File: src/rtl/fetch_pkg.sv
// fetch_pkg
//   Shared definitions for the instruction fetch stage.
//   XLEN        : address / PC width
//   ILEN        : instruction width
//   INSTR_BYTES : bytes per fetched instruction word (fetch PC stride)
//   fetch_entry_t : one fetch-buffer slot {pc, instr, filled}
package fetch_pkg;

  localparam int XLEN        = 64;
  localparam int ILEN        = 32;
  localparam int INSTR_BYTES = 4;

  typedef struct packed {
    logic [XLEN-1:0] pc;
    logic [ILEN-1:0] instr;
    logic            filled;
  } fetch_entry_t;

endpackage

File: src/rtl/instr_fetch_buffer.sv
// instr_fetch_buffer
//   Fetch stage between PC/branch-target logic and decode. Keeps its own
//   fetch PC, issues in-order word requests to instruction memory, buffers
//   up to DEPTH returned instructions tagged with their PC and hands them to
//   decode in order. A redirect flushes the buffer, arranges for responses
//   still in flight to be discarded, and restarts fetch at the target.
//
//   Parameters : DEPTH (buffer entries, power of two, >= 2), RESET_PC.
//                XLEN / ILEN come from fetch_pkg.
//   Ports      :
//     clk, rst                    clock (rising edge), async active-high reset
//     redirect_valid/redirect_pc  flush and restart fetch (pc bits [1:0] ignored)
//     imem_req_valid/ready/addr   request channel to instruction memory
//     imem_rsp_valid/data         in-order response channel (no back-pressure)
//     out_valid/ready/pc/instr    head instruction to decode
module instr_fetch_buffer
  import fetch_pkg::*;
#(
  parameter int              DEPTH    = 4,
  parameter logic [XLEN-1:0] RESET_PC = '0
) (
  input  logic            clk,
  input  logic            rst,
  input  logic            redirect_valid,
  input  logic [XLEN-1:0] redirect_pc,
  output logic            imem_req_valid,
  input  logic            imem_req_ready,
  output logic [XLEN-1:0] imem_req_addr,
  input  logic            imem_rsp_valid,
  input  logic [ILEN-1:0] imem_rsp_data,
  output logic            out_valid,
  input  logic            out_ready,
  output logic [XLEN-1:0] out_pc,
  output logic [ILEN-1:0] out_instr
);

  localparam int AW = $clog2(DEPTH);
  localparam int PW = AW + 1;
  localparam logic [PW-1:0] DEPTH_P = PW'(DEPTH);

  logic [XLEN-1:0] fetch_pc_q, fetch_pc_d;
  fetch_entry_t    entries_q [DEPTH];
  fetch_entry_t    entries_d [DEPTH];
  logic [PW-1:0]   alloc_ptr_q, alloc_ptr_d;
  logic [PW-1:0]   fill_ptr_q, fill_ptr_d;
  logic [PW-1:0]   head_ptr_q, head_ptr_d;
  logic [PW-1:0]   drop_cnt_q, drop_cnt_d;
  logic [XLEN-1:0] hold_pc_q, hold_pc_d;
  logic [ILEN-1:0] hold_instr_q, hold_instr_d;

  logic [PW-1:0]   allocated;
  logic [PW-1:0]   outstanding;
  logic [AW-1:0]   head_idx, fill_idx, alloc_idx;
  fetch_entry_t    head;
  logic            req_fire, rsp_keep, rsp_drop, pop_fire;

  // Pointers carry a wrap bit, so plain subtraction gives occupancy 0..DEPTH.
  assign allocated   = alloc_ptr_q - head_ptr_q;
  assign outstanding = alloc_ptr_q - fill_ptr_q;
  assign head_idx    = head_ptr_q[AW-1:0];
  assign fill_idx    = fill_ptr_q[AW-1:0];
  assign alloc_idx   = alloc_ptr_q[AW-1:0];
  assign head        = entries_q[head_idx];

  // Requests stay off while stale responses are still owed to us, so a
  // dropped response can never be mistaken for a fresh one.
  assign imem_req_valid = (allocated < DEPTH_P) && (drop_cnt_q == '0) &&
                          !redirect_valid && !rst;
  assign imem_req_addr  = fetch_pc_q;

  assign out_valid = (allocated != '0) && head.filled && !redirect_valid;
  // When nothing is presented, the last presented instruction stays visible.
  assign out_pc    = out_valid ? head.pc    : hold_pc_q;
  assign out_instr = out_valid ? head.instr : hold_instr_q;

  assign req_fire = imem_req_valid && imem_req_ready;
  assign rsp_keep = imem_rsp_valid && (drop_cnt_q == '0);
  assign rsp_drop = imem_rsp_valid && (drop_cnt_q != '0);
  assign pop_fire = out_valid && out_ready;

  always_comb begin
    fetch_pc_d   = fetch_pc_q;
    entries_d    = entries_q;
    alloc_ptr_d  = alloc_ptr_q;
    fill_ptr_d   = fill_ptr_q;
    head_ptr_d   = head_ptr_q;
    drop_cnt_d   = drop_cnt_q;
    hold_pc_d    = hold_pc_q;
    hold_instr_d = hold_instr_q;

    if (out_valid) begin
      hold_pc_d    = head.pc;
      hold_instr_d = head.instr;
    end

    if (redirect_valid) begin
      // Every request not yet answered will still be answered; those answers
      // (plus any already owed) must be thrown away before fetch resumes.
      fetch_pc_d  = redirect_pc & ~XLEN'(INSTR_BYTES - 1);
      alloc_ptr_d = '0;
      fill_ptr_d  = '0;
      head_ptr_d  = '0;
      for (int i = 0; i < DEPTH; i++) begin
        entries_d[i].filled = 1'b0;
      end
      drop_cnt_d = outstanding - PW'(rsp_keep) + (drop_cnt_q - PW'(rsp_drop));
    end else begin
      // Pop, response and request touch distinct slots, so all three may
      // take effect in the same cycle.
      if (pop_fire) begin
        entries_d[head_idx].filled = 1'b0;
        head_ptr_d = head_ptr_q + PW'(1);
      end
      if (rsp_drop) begin
        drop_cnt_d = drop_cnt_q - PW'(1);
      end
      if (rsp_keep) begin
        entries_d[fill_idx].instr  = imem_rsp_data;
        entries_d[fill_idx].filled = 1'b1;
        fill_ptr_d = fill_ptr_q + PW'(1);
      end
      if (req_fire) begin
        entries_d[alloc_idx].pc     = fetch_pc_q;
        entries_d[alloc_idx].filled = 1'b0;
        alloc_ptr_d = alloc_ptr_q + PW'(1);
        fetch_pc_d  = fetch_pc_q + XLEN'(INSTR_BYTES);
      end
    end
  end

  always_ff @(posedge clk or posedge rst) begin
    if (rst) begin
      fetch_pc_q   <= RESET_PC;
      alloc_ptr_q  <= '0;
      fill_ptr_q   <= '0;
      head_ptr_q   <= '0;
      drop_cnt_q   <= '0;
      hold_pc_q    <= '0;
      hold_instr_q <= '0;
      for (int i = 0; i < DEPTH; i++) begin
        entries_q[i] <= '0;
      end
    end else begin
      fetch_pc_q   <= fetch_pc_d;
      alloc_ptr_q  <= alloc_ptr_d;
      fill_ptr_q   <= fill_ptr_d;
      head_ptr_q   <= head_ptr_d;
      drop_cnt_q   <= drop_cnt_d;
      hold_pc_q    <= hold_pc_d;
      hold_instr_q <= hold_instr_d;
      entries_q    <= entries_d;
    end
  end

  // Memory must never answer a request we did not make.
  a_no_spurious_rsp : assert property (@(posedge clk) disable iff (rst)
    imem_rsp_valid |-> ((outstanding != '0) || (drop_cnt_q != '0)));

  a_alloc_bound : assert property (@(posedge clk) disable iff (rst)
    allocated <= DEPTH_P);

endmodule

File: config.mk
export PLATFORM = sky130hd
export DESIGN_NAME = instr_fetch_buffer
export DESIGN_NICKNAME = d
export VERILOG_FILES = /design/src/rtl/fetch_pkg.sv /design/src/rtl/instr_fetch_buffer.sv
export SDC_FILE = /design/constraint.sdc
export NUM_CORES = 1
export LEC_CHECK = 0
export CORE_MARGIN = 10
export CORE_UTILIZATION = 52
export CTS_CLUSTER_DIAMETER = 40
export DETAILED_ROUTE_END_ITERATION = 10
export GPL_TIMING_DRIVEN = 0
export PLACE_DENSITY = 0.77
export RECOVER_POWER = 100
export SYNTH_ARGS = -nofsm -noshare
export SYNTH_HDL_FRONTEND = slang
export SYNTH_SLANG_ARGS = --single-unit
File: constraint.sdc
create_clock -name clk -period 21.9 [get_ports clk]
set_clock_uncertainty 0.15 [all_clocks]
set_input_delay 6.57 -clock clk [delete_from_list [all_inputs] [get_ports clk]]
set_output_delay 6.57 -clock clk [all_outputs]
set_load 0.05 [all_outputs]
# After elaboration in Yosys (flattened, before gate mapping)
# Index checks and enable logic that the tools add are counted.
# W data, S select, Z words.
[word_totals]
ram_bits = 0
input_bits = 102
register_bits = 560
out_inout_bits = 162
latch_bits = 0
memories = 0
elab_cells = 99
romBits = 0
[op_classes]
addsub = 10
muxes = 39
bitwise_logic = 3
div_mod_pow = 0
shifts = 0
n_reduce_logical = 21
n_eq_ne = 0
order_cmp = 7
mul = 0
[ops]
columns = ["operator", "count"]
rows = [
  ["$bwmux W388", 5],
  ["$mux W388", 5],
  ["$demux W97 S2", 5],
  ["$mux W97", 3],
  ["$bmux W97 S2", 1],
  ["$mux W64", 3],
  ["$add A64 B3 Y64 const B", 1],
  ["$mux W33", 1],
  ["$mux W32", 1],
  ["$mux W3", 8],
  ["$logic_and A1 B1 Y1", 12],
  ["$add A3 B1 Y3 const B", 3],
  ["$ge A3 B3 Y1 const B", 3],
  ["$lt A3 B1 Y1 const B", 3],
  ["$not A2 Y3", 3],
  ["$reduce_bool A2 Y1", 4],
  ["$mux W1", 7],
  ["$reduce_bool A3 Y1", 2],
  ["$sub A3 B1 Y3", 2],
  ["$sub A3 B3 Y3", 2],
  ["$add A3 B3 Y3", 1],
  ["$logic_not A3 Y1", 1],
  ["$lt A3 B3 Y1 const B", 1],
  ["$sub A3 B1 Y3 const B", 1],
  ["$logic_not A1 Y1", 2],
]

# Logic depth before layout (Yosys ltp)
[logic_depth]
ltp_word = 17
depth_mapped = 16
ltp_nobuf = 16

# Worst setup path before layout
# Ideal clock, no wire load.
[synth_path]
path_type = "input to output"
start = "input redirect_valid"
end = "output out_instr[13]"
t_required_ns = 15.180
setup_slack_ns = 7.147
stages = 7
n_path_buf = 3
arrival_time_ns = 8.033
path_cell_list = "buf_2 > inv_1 > o211ai_1 > inv_1 > buf_2 > buf_2 > mux2_2"
[synth_between]
elab_chain_cells = 3
[synth_rtl]
columns = ["element", "line_no", "text"]
rows = [
  ["start, declared", "instr_fetch_buffer.sv:24", "input logic redirect_valid,"],
  ["$logic_not A1 Y1", "instr_fetch_buffer.sv:71", "assign out_valid = (allocated != '0) && head.filled && !redirect_valid;"],
  ["$logic_and A1 B1 Y1", "instr_fetch_buffer.sv:71", ""],
  ["net out_valid", "instr_fetch_buffer.sv:31", "output logic out_valid,"],
  ["$mux W32", "--", ""],
  ["end, declared", "instr_fetch_buffer.sv:34", "output logic [ILEN-1:0] out_instr"],
]
# The timed path passes the listed nets, and every way through them passes these cells.

# Worst setup path after layout
[layout_path]
start = "input redirect_valid"
end = "output out_instr[30]"
[layout_between]
elab_chain_cells = 3
[layout_rtl]
columns = ["element", "line_no"]
rows = [
  ["$logic_not A1 Y1", "instr_fetch_buffer.sv:71"],
  ["$logic_and A1 B1 Y1", "instr_fetch_buffer.sv:71"],
  ["$mux W32", "--"],
]
# No other way between the ends.

==> metrics.txt <==
layout cells sized above 1 between 20% and 30%; Hold Vio Cnt, Final 0; die width 240 um; Area contributors post-synth dfrtp_1, mux2_2, mux4_2; critical path's slowest cell clkbuf_1; syn avg cell area 13.9 um2; Routed Wire Length approximately 73 mm; Multi-input gate area around 11,000 um2; outcome finished, violations left; vias in the first global route 18.7k; Max Cap Viol 13; setup TNS 0 ns; post_cts resized 0; Placer Congestion 0.920; Rel. slew slack -58.9%; Reg area 13,900 um2; Post CTS Setup Buffer Count 0; FMAX 58.2 MHz; Finished Core Util 65.5%; clk slew on worst S/H paths around 0.05 ns; Post-synth EDFFs 0; RSZ-0062 raised after global routing false; DRT antenna net count 0; Antenna diodes 0; Post-Syn Instances 1,810; Critical Path End Type output pin; crit-path most repeated cell clkbuf_1; crit path time final between 15 and 20 ns; Die ar. 57,600 um2; Worst Hold Launch hold_pc_q[62]$_DFF_PP0_; static leakage 14.7 nW; Worst Hold Class reg2reg; CTS tree yes; Worst IR Drop VDD 0.0000748 V; CP top delay family buffers and inverters; final setup violation count 0; Slew Viols, Final 501; vias per inst 6.16; Largest stage delay, worst path 0.95 ns; CP Class in2out; Reg2Reg Setup Slack 17.76 ns; core region area 47,700 um2; largest net degree at the start of global routing 46; CTS sink cnt 554; FP Rows 80; gr usage total 25.6%; Worst-Margin Slew around 2.4 ns; post-DP HPWL 51.3 mm; clk buf depth 3; Buf+Inv Stages, Crit Path 6; num ports between 200 and 300; CTS root buf clkbuf_16; WL per Instance 25.7 um; fin crit share between 70% and 80%; Synth area leader dfrtp_1; post-synthesis sequential area ratio 55.1%; Yosys top cell area share 55.1%; Overflow after GRT 0; critical-path cell list clkbuf_1 -> inv_1 -> o211ai_1 -> inv_1 -> clkbuf_1 -> clkbuf_1 -> mux2_1 -> dlygate4sd3_1; CP startpoint redirect_valid; first-pass GRT wire length 113 mm; hold buffer count at cts 0; Final nets between 2k and 2.5k; CP max FO 10; DRC Markers 0; RR Startpoint alloc_ptr_q[0]$_DFFE_PP0N_; startpoint types input port; DR iter-0 viols 1,770; CP required around 15 ns; initial antenna violation count 6; pwr dens 106 nW/um2; violated checks capacitance limit, slew limit; PortBufs 258; ys flop type dfrtp_1; fillers 3,483; async set-reset flop share out of synthesis 100%; Data arrival, critical path 10.45 ns; via count 17.5k; CTS Buf Count 80; synthesis-to-layout area growth 24.2%; Ys Warns 0; Initial Util 52.7%; Pre-antenna DRT Iters 6; synthesized cell area 25,200 um2; post-synthesis cell type count 60; CTS H-tree lvls 3; Die Span Y 240 um; #FFs+latches synth 554; clk_lat worst skew 0.61 ns
## per-layer routing
metal | routed length, um | track usage (%)
met1 | 28300 | 32.6
met4 | 2440 | 9.41
met2 | 35400 | 41.4
met5 | 61 | 0
met3 | 6860 | 7.01
## kinds of logic (layout without fill, tap and decap cells)
| kind of cell | count (synthesis) | in the layout | synth area share (%) |
|---|---|---|---|
| mux | 536 | 536 | 28.3 |
| other cells | 1 | 2 | 0.0149 |
| simple gates | 336 | 336 | 7.19 |
| xor+xnor | 23 | 23 | 0.915 |
| buf+inv | 172 | 591 | 2.96 |
| compound gates | 164 | 164 | 4.22 |
| fa+ha+maj | 24 | 24 | 1.34 |
| flops | 554 | 554 | 55.1 |
## synth_stat cells (5+ instances only)
cell,instances
nor2_1,31
mux2_2,432
xor2_1,11
nand3_1,49
clkbuf_1,43
o311ai_0,11
nand4_1,37
a221o_1,7
ha_1,19
buf_1,30
xnor2_1,10
o21ai_1,11
and3_1,9
o211ai_1,26
inv_1,28
or3_1,8
a21oi_1,15
a22oi_1,8
o21ai_0,57
buf_2,64
a31oi_1,11
fa_1,5
nor4_1,15
mux2_1,5
dfrtp_1,554
and2_1,15
or4_1,12
mux4_2,96
nor3_1,10
nand2_1,120
## registers in the layout, summed over array words and instances (netlist names)
| signal | count |
|---|---|
| fill_ptr_q | 3 |
| alloc_ptr_q | 3 |
| drop_cnt_q | 3 |
| hold_instr_q | 32 |
| head_ptr_q | 3 |
| hold_pc_q | 64 |
| entries_q | 384 |
| imem_req_addr | 62 |
## report_power, final
group          leakage (nW)  switching (mW)  total (mW)  internal [mW]
clock network          1.33           0.502        1.31          0.809
registers              7.47          0.0979        1.30           1.20
logic                  5.87           0.390       0.709          0.319
## worst register-to-register path: cells and delay by family (launching register included)
family	cells	cell delay, ns
DFF	1	0.41
AOI/OAI and AO/OA	1	0.20
muxes	1	0.45
buffers and inverters	4	1.96
xor gates and xnor gates	1	0.21
adders and majority gates	2	0.64
## worst paths after layout
kind,to,cells after the start
hold / removal,hold_pc_q[62]$_DFF_PP0_,1
setup / recovery,out_instr[30],8
max in group asynchronous,hold_pc_q[18]$_DFF_PP0_,5
hold reg to reg,hold_pc_q[62]$_DFF_PP0_,1
setup reg to reg,hold_instr_q[30]$_DFF_PP0_,9
min in group asynchronous,hold_pc_q[1]$_DFF_PP0_,2
## through the flow
step / power, mW / setup slack, ns / area [um2] / hold WS (ns) / instances
finish: 3.32 / 4.73 / 31300 / 0.327 / 2845
floorplan: 1.80 / 7.15 / 25200 / 0.295 / 1811
detailed placement: 2.05 / 5.84 / 28800 / 0.317 / 2699
CTS: 3.36 / 5.84 / 31600 / 0.330 / 2845
global route: 3.45 / 4.58 / 31300 / 0.344 / 2845
global placement: 2.01 / 4.68 / 28500 / 0.307 / 2684
## cells in the final DEF (no fill, tap or decap), drive strengths merged, types with 9 or more instances in the layout
cell,instances
a21oi,15
xnor2,10
nand2,123
nor3,12
xor2,11
dfrtp,554
and3,9
mux2,437
and2,15
nand3,49
o311ai,13
dlygate4sd3,162
nand4,42
or4,12
clkbuf,209
nor4,20
clkinvlp,10
o211ai,26
inv,40
clkinv,24
clkdlybuf4s50,96
buf,42
mux4,96
a31oi,11
o21ai,68
ha,19
nor2,31
## final cells by class
type,count,area share [%]
Tap cell,615,2.46
Multi-Input combinational cell,1085,33.7
Timing Repair Buffer,273,8.44
Buffer,144,1.87
Sequential cell,554,44.4
Clock inverter,54,1.95
Inverter,28,0.340
Clock buffer,92,6.85
Note: power is estimated with default switching activity, not from simulation.
